## src/rtl/xfft_cmult_pipe_if.sv

```systemverilog
// ---------------------------------------------------------------------------
// xfft_cmult_pipe_if
//   Sample-stream bundle for the FFT twiddle complex multiplier.
//   The slave modport is the multiplier side; the master modport is the
//   producer/consumer side.
//   Input side  : i_valid/o_ready handshake, i_conj, i_tag, i_data_r/i,
//                 i_tw_r/i
//   Output side : o_valid/i_ready handshake, o_data_r/i, o_tag
//   Sideband    : o_ovf (sticky saturation flag), i_ovf_clr (clear)
// ---------------------------------------------------------------------------
interface xfft_cmult_pipe_if #(
  parameter int NB_I   = 8,
  parameter int NB_T   = 10,
  parameter int NB_O   = 9,
  parameter int NB_TAG = 4
);
  logic              i_valid;
  logic              o_ready;
  logic              i_conj;
  logic [NB_TAG-1:0] i_tag;
  logic [NB_I-1:0]   i_data_r;
  logic [NB_I-1:0]   i_data_i;
  logic [NB_T-1:0]   i_tw_r;
  logic [NB_T-1:0]   i_tw_i;
  logic              o_valid;
  logic              i_ready;
  logic [NB_O-1:0]   o_data_r;
  logic [NB_O-1:0]   o_data_i;
  logic [NB_TAG-1:0] o_tag;
  logic              o_ovf;
  logic              i_ovf_clr;

  modport slave (
    input  i_valid, i_conj, i_tag, i_data_r, i_data_i, i_tw_r, i_tw_i,
    input  i_ready, i_ovf_clr,
    output o_ready, o_valid, o_data_r, o_data_i, o_tag, o_ovf
  );

  modport master (
    output i_valid, i_conj, i_tag, i_data_r, i_data_i, i_tw_r, i_tw_i,
    output i_ready, i_ovf_clr,
    input  o_ready, o_valid, o_data_r, o_data_i, o_tag, o_ovf
  );
endinterface

```

## src/rtl/xfft_cmult_pipe.sv

```systemverilog
// ---------------------------------------------------------------------------
// xfft_cmult_pipe
//   FFT twiddle complex multiplier: (d_r + j*d_i) * (t_r +/- j*t_i).
//   i_conj selects the conjugate twiddle per sample (FFT/IFFT sharing).
//   3-stage pipeline (S1 input regs, S2 products, S3 add/round/saturate)
//   with bubble-collapsing valid/ready backpressure, tag passthrough and a
//   sticky saturation flag.
//
//   Ports:
//     i_clk    rising-edge clock
//     i_rst_n  asynchronous active-low reset
//     s_if     xfft_cmult_pipe_if.slave: input/output handshakes, data,
//              tag, o_ovf / i_ovf_clr
//
//   Build option: define XFFT_CMULT_ROUND_EN for round half-up; otherwise
//   the dropped LSBs are truncated (floor). Saturation is present in both.
// ---------------------------------------------------------------------------
module xfft_cmult_pipe #(
  parameter int NB_I   = 8,
  parameter int NBF_I  = 7,
  parameter int NB_T   = 10,
  parameter int NBF_T  = 9,
  parameter int NB_O   = 9,
  parameter int NBF_O  = 7,
  parameter int NB_TAG = 4
) (
  input logic              i_clk,
  input logic              i_rst_n,
  xfft_cmult_pipe_if.slave s_if
);

  localparam int NP = NB_I + NB_T;            // product width
  localparam int NS = NP + 1;                 // adder width
  localparam int NR = NS + 1;                 // rounding width
  localparam int D  = NBF_I + NBF_T - NBF_O;  // LSBs dropped

`ifdef XFFT_CMULT_ROUND_EN
  // 2^(D-1); evaluates to 0 when D == 0.
  localparam logic signed [NR-1:0] RND = signed'((NR'(1) << D) >> 1);
`else
  localparam logic signed [NR-1:0] RND = '0;
`endif
  localparam logic signed [NR-1:0] MAXV = NR'((1 << (NB_O - 1)) - 1);
  localparam logic signed [NR-1:0] MINV = ~MAXV;

  // Returns {saturated, value}.
  function automatic logic [NB_O:0] quant(input logic signed [NS-1:0] x);
    logic signed [NR-1:0] w;
    logic signed [NR-1:0] s;
    w = {x[NS-1], x};
    w = w + RND;
    s = w >>> D;
    if (s > MAXV)      return {1'b1, MAXV[NB_O-1:0]};
    else if (s < MINV) return {1'b1, MINV[NB_O-1:0]};
    else               return {1'b0, s[NB_O-1:0]};
  endfunction

  // Stage registers
  logic                    r_v1, r_v2, r_v3;
  logic signed [NB_I-1:0]  r_dr, r_di;
  logic signed [NB_T-1:0]  r_tr, r_ti;
  logic                    r_conj1, r_conj2;
  logic [NB_TAG-1:0]       r_tag1, r_tag2, r_tag3;
  logic signed [NP-1:0]    r_p_rr, r_p_ii, r_p_ri, r_p_ir;
  logic [NB_O-1:0]         r_o_re, r_o_im;
  logic                    r_ovf;

  logic                    w_ld1, w_ld2, w_ld3;
  logic signed [NP-1:0]    w_dr_x, w_di_x, w_tr_x, w_ti_x;
  logic signed [NS-1:0]    w_rr_x, w_ii_x, w_ri_x, w_ir_x;
  logic signed [NS-1:0]    w_sum_re, w_sum_im;
  logic [NB_O:0]           w_q_re, w_q_im;

  // A stage loads when empty or when its occupant moves on this cycle.
  always_comb begin
    w_ld3 = ~r_v3 | s_if.i_ready;
    w_ld2 = ~r_v2 | w_ld3;
    w_ld1 = ~r_v1 | w_ld2;
  end

  always_comb begin
    w_dr_x = {{NB_T{r_dr[NB_I-1]}}, r_dr};
    w_di_x = {{NB_T{r_di[NB_I-1]}}, r_di};
    w_tr_x = {{NB_I{r_tr[NB_T-1]}}, r_tr};
    w_ti_x = {{NB_I{r_ti[NB_T-1]}}, r_ti};
  end

  always_comb begin
    w_rr_x   = {r_p_rr[NP-1], r_p_rr};
    w_ii_x   = {r_p_ii[NP-1], r_p_ii};
    w_ri_x   = {r_p_ri[NP-1], r_p_ri};
    w_ir_x   = {r_p_ir[NP-1], r_p_ir};
    w_sum_re = r_conj2 ? (w_rr_x + w_ii_x) : (w_rr_x - w_ii_x);
    w_sum_im = r_conj2 ? (w_ir_x - w_ri_x) : (w_ri_x + w_ir_x);
    w_q_re   = quant(w_sum_re);
    w_q_im   = quant(w_sum_im);
  end

  // S1: input registers
  always_ff @(posedge i_clk or negedge i_rst_n) begin
    if (!i_rst_n) begin
      r_v1    <= 1'b0;
      r_dr    <= '0;
      r_di    <= '0;
      r_tr    <= '0;
      r_ti    <= '0;
      r_conj1 <= 1'b0;
      r_tag1  <= '0;
    end else if (w_ld1) begin
      r_v1    <= s_if.i_valid;
      r_dr    <= s_if.i_data_r;
      r_di    <= s_if.i_data_i;
      r_tr    <= s_if.i_tw_r;
      r_ti    <= s_if.i_tw_i;
      r_conj1 <= s_if.i_conj;
      r_tag1  <= s_if.i_tag;
    end
  end

  // S2: products
  always_ff @(posedge i_clk or negedge i_rst_n) begin
    if (!i_rst_n) begin
      r_v2    <= 1'b0;
      r_p_rr  <= '0;
      r_p_ii  <= '0;
      r_p_ri  <= '0;
      r_p_ir  <= '0;
      r_conj2 <= 1'b0;
      r_tag2  <= '0;
    end else if (w_ld2) begin
      r_v2    <= r_v1;
      r_p_rr  <= w_dr_x * w_tr_x;
      r_p_ii  <= w_di_x * w_ti_x;
      r_p_ri  <= w_dr_x * w_ti_x;
      r_p_ir  <= w_di_x * w_tr_x;
      r_conj2 <= r_conj1;
      r_tag2  <= r_tag1;
    end
  end

  // S3: quantised result onto the outputs
  always_ff @(posedge i_clk or negedge i_rst_n) begin
    if (!i_rst_n) begin
      r_v3   <= 1'b0;
      r_o_re <= '0;
      r_o_im <= '0;
      r_tag3 <= '0;
    end else if (w_ld3) begin
      r_v3   <= r_v2;
      r_o_re <= w_q_re[NB_O-1:0];
      r_o_im <= w_q_im[NB_O-1:0];
      r_tag3 <= r_tag2;
    end
  end

  // Sticky overflow; a set in the same cycle as a clear takes priority.
  always_ff @(posedge i_clk or negedge i_rst_n) begin
    if (!i_rst_n) begin
      r_ovf <= 1'b0;
    end else if (w_ld3 && r_v2 && (w_q_re[NB_O] || w_q_im[NB_O])) begin
      r_ovf <= 1'b1;
    end else if (s_if.i_ovf_clr) begin
      r_ovf <= 1'b0;
    end
  end

  assign s_if.o_ready  = w_ld1;
  assign s_if.o_valid  = r_v3;
  assign s_if.o_data_r = r_o_re;
  assign s_if.o_data_i = r_o_im;
  assign s_if.o_tag    = r_tag3;
  assign s_if.o_ovf    = r_ovf;

endmodule

```

## src/flat_wrapper.sv

```systemverilog
// flat-port wrapper written by rule: the top's interface ports become plain ports
module xfft_cmult_pipe_flat 
#(
  parameter int NB_I   = 8,
  parameter int NBF_I  = 7,
  parameter int NB_T   = 10,
  parameter int NBF_T  = 9,
  parameter int NB_O   = 9,
  parameter int NBF_O  = 7,
  parameter int NB_TAG = 4
)
  (i_clk, i_rst_n, s_if_i_valid, s_if_i_conj, s_if_i_tag, s_if_i_data_r, s_if_i_data_i, s_if_i_tw_r, s_if_i_tw_i, s_if_i_ready, s_if_i_ovf_clr, s_if_o_ready, s_if_o_valid, s_if_o_data_r, s_if_o_data_i, s_if_o_tag, s_if_o_ovf);
  xfft_cmult_pipe_if #(.NB_I(NB_I), .NB_T(NB_T), .NB_O(NB_O), .NB_TAG(NB_TAG)) s_if_i ();
  input logic i_clk;
  input logic i_rst_n;
  input wire logic [$bits(s_if_i.i_valid)-1:0] s_if_i_valid;
  input wire logic [$bits(s_if_i.i_conj)-1:0] s_if_i_conj;
  input wire logic [$bits(s_if_i.i_tag)-1:0] s_if_i_tag;
  input wire logic [$bits(s_if_i.i_data_r)-1:0] s_if_i_data_r;
  input wire logic [$bits(s_if_i.i_data_i)-1:0] s_if_i_data_i;
  input wire logic [$bits(s_if_i.i_tw_r)-1:0] s_if_i_tw_r;
  input wire logic [$bits(s_if_i.i_tw_i)-1:0] s_if_i_tw_i;
  input wire logic [$bits(s_if_i.i_ready)-1:0] s_if_i_ready;
  input wire logic [$bits(s_if_i.i_ovf_clr)-1:0] s_if_i_ovf_clr;
  output wire logic [$bits(s_if_i.o_ready)-1:0] s_if_o_ready;
  output wire logic [$bits(s_if_i.o_valid)-1:0] s_if_o_valid;
  output wire logic [$bits(s_if_i.o_data_r)-1:0] s_if_o_data_r;
  output wire logic [$bits(s_if_i.o_data_i)-1:0] s_if_o_data_i;
  output wire logic [$bits(s_if_i.o_tag)-1:0] s_if_o_tag;
  output wire logic [$bits(s_if_i.o_ovf)-1:0] s_if_o_ovf;
  assign s_if_i.i_valid = s_if_i_valid;
  assign s_if_i.i_conj = s_if_i_conj;
  assign s_if_i.i_tag = s_if_i_tag;
  assign s_if_i.i_data_r = s_if_i_data_r;
  assign s_if_i.i_data_i = s_if_i_data_i;
  assign s_if_i.i_tw_r = s_if_i_tw_r;
  assign s_if_i.i_tw_i = s_if_i_tw_i;
  assign s_if_i.i_ready = s_if_i_ready;
  assign s_if_i.i_ovf_clr = s_if_i_ovf_clr;
  assign s_if_o_ready = s_if_i.o_ready;
  assign s_if_o_valid = s_if_i.o_valid;
  assign s_if_o_data_r = s_if_i.o_data_r;
  assign s_if_o_data_i = s_if_i.o_data_i;
  assign s_if_o_tag = s_if_i.o_tag;
  assign s_if_o_ovf = s_if_i.o_ovf;
  xfft_cmult_pipe #(.NB_I(NB_I), .NBF_I(NBF_I), .NB_T(NB_T), .NBF_T(NBF_T), .NB_O(NB_O), .NBF_O(NBF_O), .NB_TAG(NB_TAG)) u_core (.i_clk(i_clk), .i_rst_n(i_rst_n), .s_if(s_if_i));
endmodule
```

## config.mk

```make
export PLATFORM = sky130hd
export DESIGN_NAME = xfft_cmult_pipe_flat
export DESIGN_NICKNAME = d
export VERILOG_FILES = /design/src/rtl/xfft_cmult_pipe_if.sv /design/src/rtl/xfft_cmult_pipe.sv /design/src/flat_wrapper.sv
export SDC_FILE = /design/constraint.sdc
export NUM_CORES = 1
export LEC_CHECK = 0
export CAP_MARGIN = 20
export CORE_MARGIN = 4
export CORE_UTILIZATION = 35
export CTS_CLUSTER_SIZE = 14
export DETAILED_ROUTE_END_ITERATION = 8
export HOLD_SLACK_MARGIN = 0.02
export MAX_ROUTING_LAYER = met4
export SETUP_SLACK_MARGIN = 0.2
export SYNTH_ARGS = -nofsm -noshare
export SYNTH_HDL_FRONTEND = slang
export SYNTH_SLANG_ARGS = --single-unit
```

## constraint.sdc

```tcl
create_clock -name i_clk -period 13.9 [get_ports i_clk]
set_input_delay 1.39 -clock i_clk [delete_from_list [all_inputs] [get_ports i_clk]]
set_output_delay 1.39 -clock i_clk [all_outputs]
set_load 0.05 [all_outputs]
```

==> results of run 1 <==
[state kept, by name (all words and copies together) (netlist names), 4 cells and up]
register / cells
u_core.r_di: 8
u_core.r_dr: 8
u_core.r_p_ii: 18
u_core.r_p_ir: 18
u_core.r_p_ri: 18
u_core.r_p_rr: 18
u_core.r_tag1: 4
u_core.r_tag2: 4
u_core.r_ti: 10
u_core.r_tr: 10
u_core.s_if.o_data_i: 9
u_core.s_if.o_data_r: 9
u_core.s_if.o_tag: 4
[path summary, 6_finish.rpt]
kind | startpoint | to | cells after the start
min in group asynchronous | i_rst_n | u_core.s_if.o_data_i[3]$_DFFE_PN0N_ | 1
worst max register to register | u_core.r_dr[2]$_DFFE_PN0P_ | u_core.r_p_ri[15]$_DFFE_PN0P_ | 17
worst max-delay path | u_core.r_dr[2]$_DFFE_PN0P_ | u_core.r_p_ri[15]$_DFFE_PN0P_ | 17
worst min-delay path | u_core.s_if.o_tag[1]$_DFFE_PN0N_ | u_core.s_if.o_tag[1]$_DFFE_PN0N_ | 2
max in group asynchronous | i_rst_n | u_core.r_p_rr[6]$_DFFE_PN0P_ | 2
worst min register to register | u_core.s_if.o_tag[1]$_DFFE_PN0N_ | u_core.s_if.o_tag[1]$_DFFE_PN0N_ | 2
[cells in the final DEF (no fill, tap or decap), drive strengths merged, types with 18 or more instances in the layout]
cell	Yosys	routed
a21oi	99	99
a21o	20	20
xnor2	72	72
clkdlybuf4s50	0	69
fa	268	268
nor2	90	90
ha	168	168
dfrtp	144	144
inv	340	348
o21ai	60	60
xor2	41	41
nand2	239	239
and2	186	186
nor3	18	18
mux2	40	40
nand2b	46	46
[logic make-up after synthesis]
| family | count (synthesis) | synth area share, % |
|---|---|---|
| flops | 144 | 19.2 |
| fa+ha+maj | 437 | 39.8 |
| xor+xnor | 114 | 5.49 |
| mux | 41 | 2.45 |
| simple gates | 636 | 16.9 |
| buf+inv | 421 | 8.41 |
| compound gates | 246 | 7.83 |
[worst register-to-register path, delay by kind of cell, from the launching register on]
kind | cells | cell delay (ps)
xor gates and xnor gates | 1 | 340
and+or+nand+nor | 1 | 190
DFF | 1 | 920
buffers and inverters | 4 | 230
AOI/OAI and AO/OA | 6 | 1380
adders and majority gates | 5 | 2310
[stage by stage]
stage / hold WS (ps) / area [sq um]
floorplan: 430 / 18800
global placement: 448 / 20100
detailed placement: 455 / 20100
CTS: 471 / 20800
global route: 488 / 20800
finish: 465 / 20800
[layer usage]
metal	track usage, %	vias to the layer above
met2	24.3	311
met1	24.8	6733
met4	3.48	0
met5	-	-
li1	-	6384
met3	4.11	40
[area by class of cell]
| type | instances | area [sq um] |
|---|---|---|
| clock buffers | 17 | 425 |
| clock inverters | 15 | 214 |
| fillers | 5308 | 32100 |
| inverters | 340 | 1280 |
| multi-input cells | 1474 | 13600 |
| flip-flops and latches | 144 | 3600 |
| well taps | 688 | 861 |
| repair buffers | 80 | 797 |
[synth_stat cells, drive strengths merged (20+ instances only)]
| cell type | count | area share, % |
|---|---|---|
| dfrtp | 144 | 19 |
| a21o | 20 | 0.80 |
| inv | 340 | 6.8 |
| ha | 168 | 11 |
| nand2b | 46 | 1.5 |
| nor2 | 90 | 1.8 |
| fa | 268 | 29 |
| and2 | 186 | 6.2 |
| mux2 | 40 | 2.4 |
| o21ai | 60 | 1.6 |
| nand2 | 239 | 4.8 |
| xnor2 | 72 | 3.5 |
| a21oi | 99 | 2.7 |
| xor2 | 41 | 1.9 |
| clkbuf | 79 | 1.6 |
==> impl_metrics.ini, run 1 <==
[run_status]
status = complete, no violations

[drt]
wl_met2_mm = 19.3
met1_length_mm = 22.6
ant_nets = 0
route.detailed.drc = 0
wl_mm = 45.5
wl_met3_mm = 2.96
maxUsedRoutingLayer = met4
dr_total_vias = 13468
drtIter0Drc = 1016
via_per_inst = 4.88
first_pass_iters = 5
wl_per_cell_microns = 16.5

[clock_tree]
clockBufferDepth = 2
cts_sinks = 144
htreeDepth = 4
cts-root-buf = clkbuf_16
cts_made_buffers = 17
post_cts_buffers = 0
clk_pin_slew_ps = 70
cts_hold_buf = 0
cts_resized = 0
clk_latency_ps = 470
cts_tree = done

[timing]
setup_viol = 0
worst_pin_slew_ps = 1060
finalCritPeriodShare_pct = 39.8
fmax_ghz = 0.181
post-route-min-period_ps = 5530
fin_ws_ps = 8370
rsz0062_at_grt = no
final.setup_skew_ps = 14.4
max_slew_margin_pct = 29.6
slew_viol_final = 0
setup_tns_ps = 0
finalHoldViolations = 0

[global_route]
globalRoute.totalOverflow = 0
grt_pass1_wl_mm = 74.7
grt_start_max_net_pins = 103
antenna_found_initial = 0
grt_pass1_vias = 13823
grt_util_all_layers_pct = 17.1

[logic_synthesis]
syn_nets = 2521
ys_types = 63
async_flop_share_pct = 100
synth_edf_count = 0
seq_area_frac_synth_pct = 19.2
avgSynthCellArea_sq_um = 9.22
ys_warn_count = 0
ys.flop_type = dfrtp_1
synth-seq-cells = 144
synthCells = 2039
syn-cell-area_sq_um = 18800

[floorplanning]
start_util_pct = 35.6
dieWidth_microns = 240
die_h_microns = 240
placementRows = 84
die-area_sq_um = 57500
core_sq_um = 52900
ios = 71

[worst_setup_path]
slowest_delay_ps = 920
cp.required_ps = 14190
cp.buffers_inverters = 4
cp.arrival_ps = 5820
crit_path_cell_trace = nand2_1 -> fa_1 -> fa_1 -> inv_1 -> fa_1 -> inv_1 -> fa_1 -> inv_1 -> ha_1 -> inv_1 -> o21ai_0 -> a21oi_1 -> o21ai_0 -> a211o_1 -> a21oi_1 -> xor2_1 -> a21oi_1
critical_path.top_delay_family = adder cells
crit_type = reg -> reg
worstPathMaxFanout = 21
cp-end-kind = flop
reg2reg_slack_ps = 8370
worst_path_max_delay_cell = dfrtp_1
start_kind = flop

[cells_and_area]
final_core_util_pct = 39.3
area_delta_synth_final_pct = 10.7
drive_above_1_share_pct = 4.93
final-instance-count-excl-fill = 2758
n_antenna_cell = 0
fin_nets = 2539

[run]
drv_cap = 0

[placement]
dpl.cell_count = 2725
gp_congestion = 0.880
port_buffers = 70
dp_hpwl_mm = 35.2
pre_cts_ws_ps = 8020

[min_path]
hold_class = reg -> reg
Power of run 1 is left out: the tool's default activity adds up to more than one toggle a clock period on the data nets, which glitch-free logic cannot reach.
==> run 2: changes to the inputs <==
==> constraint.sdc (replaced) <==
create_clock -name i_clk -period 5.54 [get_ports i_clk]
set_input_delay 0.554 -clock i_clk [delete_from_list [all_inputs] [get_ports i_clk]]
set_output_delay 0.554 -clock i_clk [all_outputs]
set_load 0.05 [all_outputs]
==> run 2 against run 1 <==
Net effect:
- routed wire length is 0.62% lower
- die area unchanged
- critical endpoint is now u_core.r_p_ir[16]$_DFFE_PN0P_
- maximum frequency up 8.8%
- global-route usage up 0.11 points
- flip-flop and latch count did not move
- utilization rose by 0.097 points
- sequential share of layout area grew 0.065 points
- non-clock buffer count is 12 higher
- critical path type unchanged
- via count increased by 0.25%
==> impl_metrics.ini, run 2 (synthesis results as in run 1) <==
[run_status]
status = complete, no violations

[placement]
gp_congestion = 0.844
port_buffers = 70
dp_hpwl_mm = 36.4

[floorplanning]
core_sq_um = 52900
die_h_microns = 240
ios = 71
start_util_pct = 35.6
die-area_sq_um = 57500
dieWidth_microns = 240
placementRows = 84

[drt]
wl_per_cell_microns = 16.3
dr_total_vias = 13502
via_per_inst = 4.87
wl_mm = 45.2
drtIter0Drc = 781
ant_nets = 0
first_pass_iters = 6
route.detailed.drc = 0

[worst_setup_path]
worst_path_max_delay_cell = dfrtp_1
cp-end-kind = flop
reg2reg_slack_ps = 460
r2r-end = u_core.r_p_ir[16]$_DFFE_PN0P_
critical_path.top_delay_family = adder cells
crit_path_cell_trace = nand2_1 -> fa_1 -> fa_1 -> inv_1 -> fa_1 -> inv_1 -> fa_1 -> inv_1 -> ha_1 -> o21ai_0 -> a21boi_0 -> o21ai_0 -> a21boi_0 -> o21bai_1 -> a31oi_1 -> xnor2_1 -> o21ai_0
r2r.worst_path.cells = 17
cp_common_cell = fa_1
r2r_start = u_core.r_di[5]$_DFFE_PN0P_
crit_cells = 17
worstSetupStartpoint = u_core.r_di[5]$_DFFE_PN0P_
cp.required_ps = 5860
cp.arrival_ps = 5400
cp.buffers_inverters = 3
start_kind = flop
slowest_delay_ps = 820
worstSetupEndpoint = u_core.r_p_ir[16]$_DFFE_PN0P_
crit_type = reg -> reg
worstPathMaxFanout = 16

[cells_and_area]
final_core_util_pct = 39.4
mostFrequentLayoutCells = inv_1, fa_1, nand2_1
drive_above_1_share_pct = 6.24
area_delta_synth_final_pct = 10.9
final_common_cell = inv_1
seqCellArea_sq_um = 3630
multi_input_area_sq_um = 13600
fin_nets = 2551
nFillCells = 5291

[timing]
setup_viol = 0
setup_tns_ps = 0
finalCritPeriodShare_pct = 91.7
final.setup_skew_ps = 10.5
rsz0062_at_grt = no
worst_pin_slew_ps = 911
post-route-min-period_ps = 5080
max_slew_margin_pct = 39.3
slew_viol_final = 0
fmax_ghz = 0.197
finalHoldViolations = 0

[clock_tree]
htreeDepth = 4
cts_hold_buf = 0
cts_made_buffers = 17
post_cts_buffers = 0
clockBufferDepth = 2
cts-root-buf = clkbuf_16
cts_sinks = 144
clk_latency_ps = 460
cts_tree = done
clk_pin_slew_ps = 70

[run]
drv_cap = 0

[global_route]
globalRoute.totalOverflow = 0
grt_util_all_layers_pct = 17.2
antenna_found_initial = 0
grt_start_max_net_pins = 89
grt_pass1_vias = 14395
grt_pass1_wl_mm = 76.1

[min_path]
hold_class = in -> async
-- run 2: cell count changes in the layout (fill, tap and decap cells not counted), moves of 2 or more --
cell	previous run	this run
buf_4	9	22
clkbuf_1	0	2
clkinv_4	2	4
dfrtp_1	144	126
dfrtp_2	0	18
inv_8	5	1
-- run 2: area by class of cell --
cell class,instances,share of cell area (%)
Tap cell,688,4.13
Multi-Input combinational cell,1474,65.3
Inverter,340,6.12
Clock inverter,12,0.714
Sequential cell,144,17.4
Antenna cell,1,0.0120
Clock buffer,20,2.14
Timing Repair Buffer,92,4.16
-- run 2: what timing repair did --
item / in CTS / in global routing
resized for setup: 0 / 20
endpoints found under the setup margin: 0 / 15
endpoints found under the hold margin: 0 / 0
-- run 2: metrics by stage --
step / hold slack (ps) / std cells / area, sq um / worst slack [ps]
2_1_floorplan: 258 / 2039 / 18800 / 1040
3_3_place_gp: 446 / 2738 / 20200 / 556
3_5_place_dp: 455 / 2738 / 20200 / 448
4_1_cts: 204 / 2770 / 20800 / 435
5_1_grt: 240 / 2770 / 20800 / 204
6_report: 165 / 2771 / 20900 / 461
-- run 2: routing by layer --
layer / vias to the layer above / wire [microns] / track usage [%]
met5: - / 0 / -
met4: 0 / 248 / 2.23
met3: 19 / 2440 / 3.75
met2: 260 / 20800 / 26.6
met1: 6810 / 21800 / 23.9
li1: 6413 / - / -
-- run 2: worst min path at each step --
stage	start	to	slack (ps)	cells past startpoint
global placement	u_core.r_tag1[0]$_DFFE_PN0P_	u_core.r_tag2[0]$_DFFE_PN0P_	450	2
detailed placement	u_core.s_if.o_tag[0]$_DFFE_PN0N_	u_core.s_if.o_tag[0]$_DFFE_PN0N_	450	2
CTS	i_rst_n	u_core.r_conj1$_DFFE_PN0P_	200	1
floorplan	i_rst_n	u_core.r_conj1$_DFFE_PN0P_	260	0
finish	i_rst_n	u_core.s_if.o_data_i[3]$_DFFE_PN0N_	160	1
global route	i_rst_n	u_core.s_if.o_data_i[3]$_DFFE_PN0N_	240	1
Power of run 2 is left out for the same reason.
==> run 3: changes to the inputs <==
--- a/config.mk
+++ b/config.mk
@@ -6,7 +6,7 @@
 export NUM_CORES = 1
 export LEC_CHECK = 0
 export CAP_MARGIN = 20
-export CORE_MARGIN = 4
+export CORE_MARGIN = 3
 export CORE_UTILIZATION = 35
 export CTS_CLUSTER_SIZE = 14
 export DETAILED_ROUTE_END_ITERATION = 8
==> run 3 against run 2 <==
Net effect:
- flip-flop and latch count stayed put
- cell count rose by 0.25%
- cell area increased by 0.33%
- register-to-register slack improved by 30 ps
- critical path depth decreased by 2
- die area decreased by 1.7%
- maximum frequency grew 0.58%
- first-iteration DRC count grew 15%
- count of clock-buffer cells in the layout shrank 3
- critical endpoint is now u_core.r_p_ii[16]$_DFFE_PN0P_
==> impl_metrics.ini, run 3 (synthesis results as in run 1) <==
[cells_and_area]
area_delta_synth_final_pct = 11.3
nFillCells = 5280
seqCellArea_sq_um = 3620
drive_above_1_share_pct = 6.56
final-instance-count-excl-fill = 2778
mostFrequentLayoutCells = inv_1, fa_1, nand2_1
multi_input_area_sq_um = 13600
fin_nets = 2558
final_common_cell = inv_1

[timing]
slew_viol_final = 0
final.setup_skew_ps = 13.3
setup_tns_ps = 0
finalCritPeriodShare_pct = 91.1
max_slew_margin_pct = 39.0
fmax_ghz = 0.198
finalHoldViolations = 0
post-route-min-period_ps = 5050
worst_pin_slew_ps = 915
setup_viol = 0
fin_ws_ps = 490
rsz0062_at_grt = no

[global_route]
globalRoute.totalOverflow = 0
grt_pass1_vias = 14336
antenna_found_initial = 1
grt_util_all_layers_pct = 18.0
grt_pass1_wl_mm = 77.2
grt_start_max_net_pins = 94

[worst_setup_path]
cp.required_ps = 5870
crit_type = reg -> reg
worstPathMaxFanout = 13
start_kind = flop
cp.arrival_ps = 5380
cp-end-kind = flop
reg2reg_slack_ps = 490

[clock_tree]
clk_pin_slew_ps = 70
cts_sinks = 144
cts_hold_buf = 0
cts_tree = done
clk_latency_ps = 470
cts_made_buffers = 17
htreeDepth = 4
cts-root-buf = clkbuf_16
clockBufferDepth = 2

[drt]
wl_per_cell_microns = 16.9
dr_total_vias = 13624
via_per_inst = 4.90
drtIter0Drc = 900
first_pass_iters = 5
ant_nets = 0
wl_mm = 47.0
route.detailed.drc = 0

[placement]
gp_congestion = 0.921
port_buffers = 70
pre_cts_ws_ps = 426
dpl.cell_count = 2745
dp_hpwl_mm = 37.4

[floorplanning]
core_sq_um = 52900
ios = 71
placementRows = 84
die-area_sq_um = 56500
start_util_pct = 35.6
dieWidth_microns = 238
die_h_microns = 238

[min_path]
hold_class = in -> async

[run]
drv_cap = 0

[run_status]
status = complete, no violations
==> run 3: final timing paths <==
| kind | from | to | cells after the start |
|---|---|---|---|
| max in group asynchronous | i_rst_n | u_core.r_ti[5]$_DFFE_PN0P_ | 2 |
| max | u_core.r_di[6]$_DFFE_PN0P_ | u_core.r_p_ii[16]$_DFFE_PN0P_ | 15 |
| max reg2reg | u_core.r_di[6]$_DFFE_PN0P_ | u_core.r_p_ii[16]$_DFFE_PN0P_ | 15 |
| min | i_rst_n | u_core.r_p_ir[12]$_DFFE_PN0P_ | 1 |
| min reg2reg | u_core.r_p_ir[0]$_DFFE_PN0P_ | u_core.r_p_ir[0]$_DFFE_PN0P_ | 2 |
| min in group i_clk | u_core.r_p_ir[0]$_DFFE_PN0P_ | u_core.r_p_ir[0]$_DFFE_PN0P_ | 2 |
==> run 3: layer usage <==
metal	part of all wire [%]	wire [microns]	up-vias	GRT usage (%)
met5	0	0	-	-
met4	1.6	760	0	4.57
met3	7.0	3290	48	3.88
met2	44	20600	362	26.6
met1	48	22400	6773	25.3
li1	-	-	6441	-
==> run 3: per-stage QoR <==
stage                     instance area, sq um  util, %  hold slack, ps
after floorplan                          18800        -             258
after global placement                   20300     38.4             448
after detailed placement                 20300     38.4             452
after CTS                                20900     39.5             195
after global routing                     20900     39.6             241
final                                    20900     39.6             184
==> run 3: critical path: stages, from the launching register on <==
cell	delay, ps
dfrtp_1	750
buf_4	300
nand2_1	90
fa_1	480
fa_1	490
inv_1	50
fa_1	460
fa_1	490
ha_1	320
a21boi_0	280
o21ai_0	160
a21boi_0	380
o21ai_0	170
a31oi_1	220
xnor2_1	160
o21ai_0	100
==> run 3: what timing repair did <==
item | in CTS | in global routing
buffers inserted | 0 | 0
endpoints found under the setup margin | 0 | 15
gates resized for setup | 0 | 18
==> run 3: layout make-up <==
cell class	count	share of cell area (%)
clock buffer	17	2.03
multi-input combinational	1474	65.1
clock inverter	15	0.903
tap	688	4.11
inverter	340	6.10
sequential	144	17.3
antenna	1	0.0120
timing repair buffer	99	4.40
Power of run 3 is left out for the same reason.
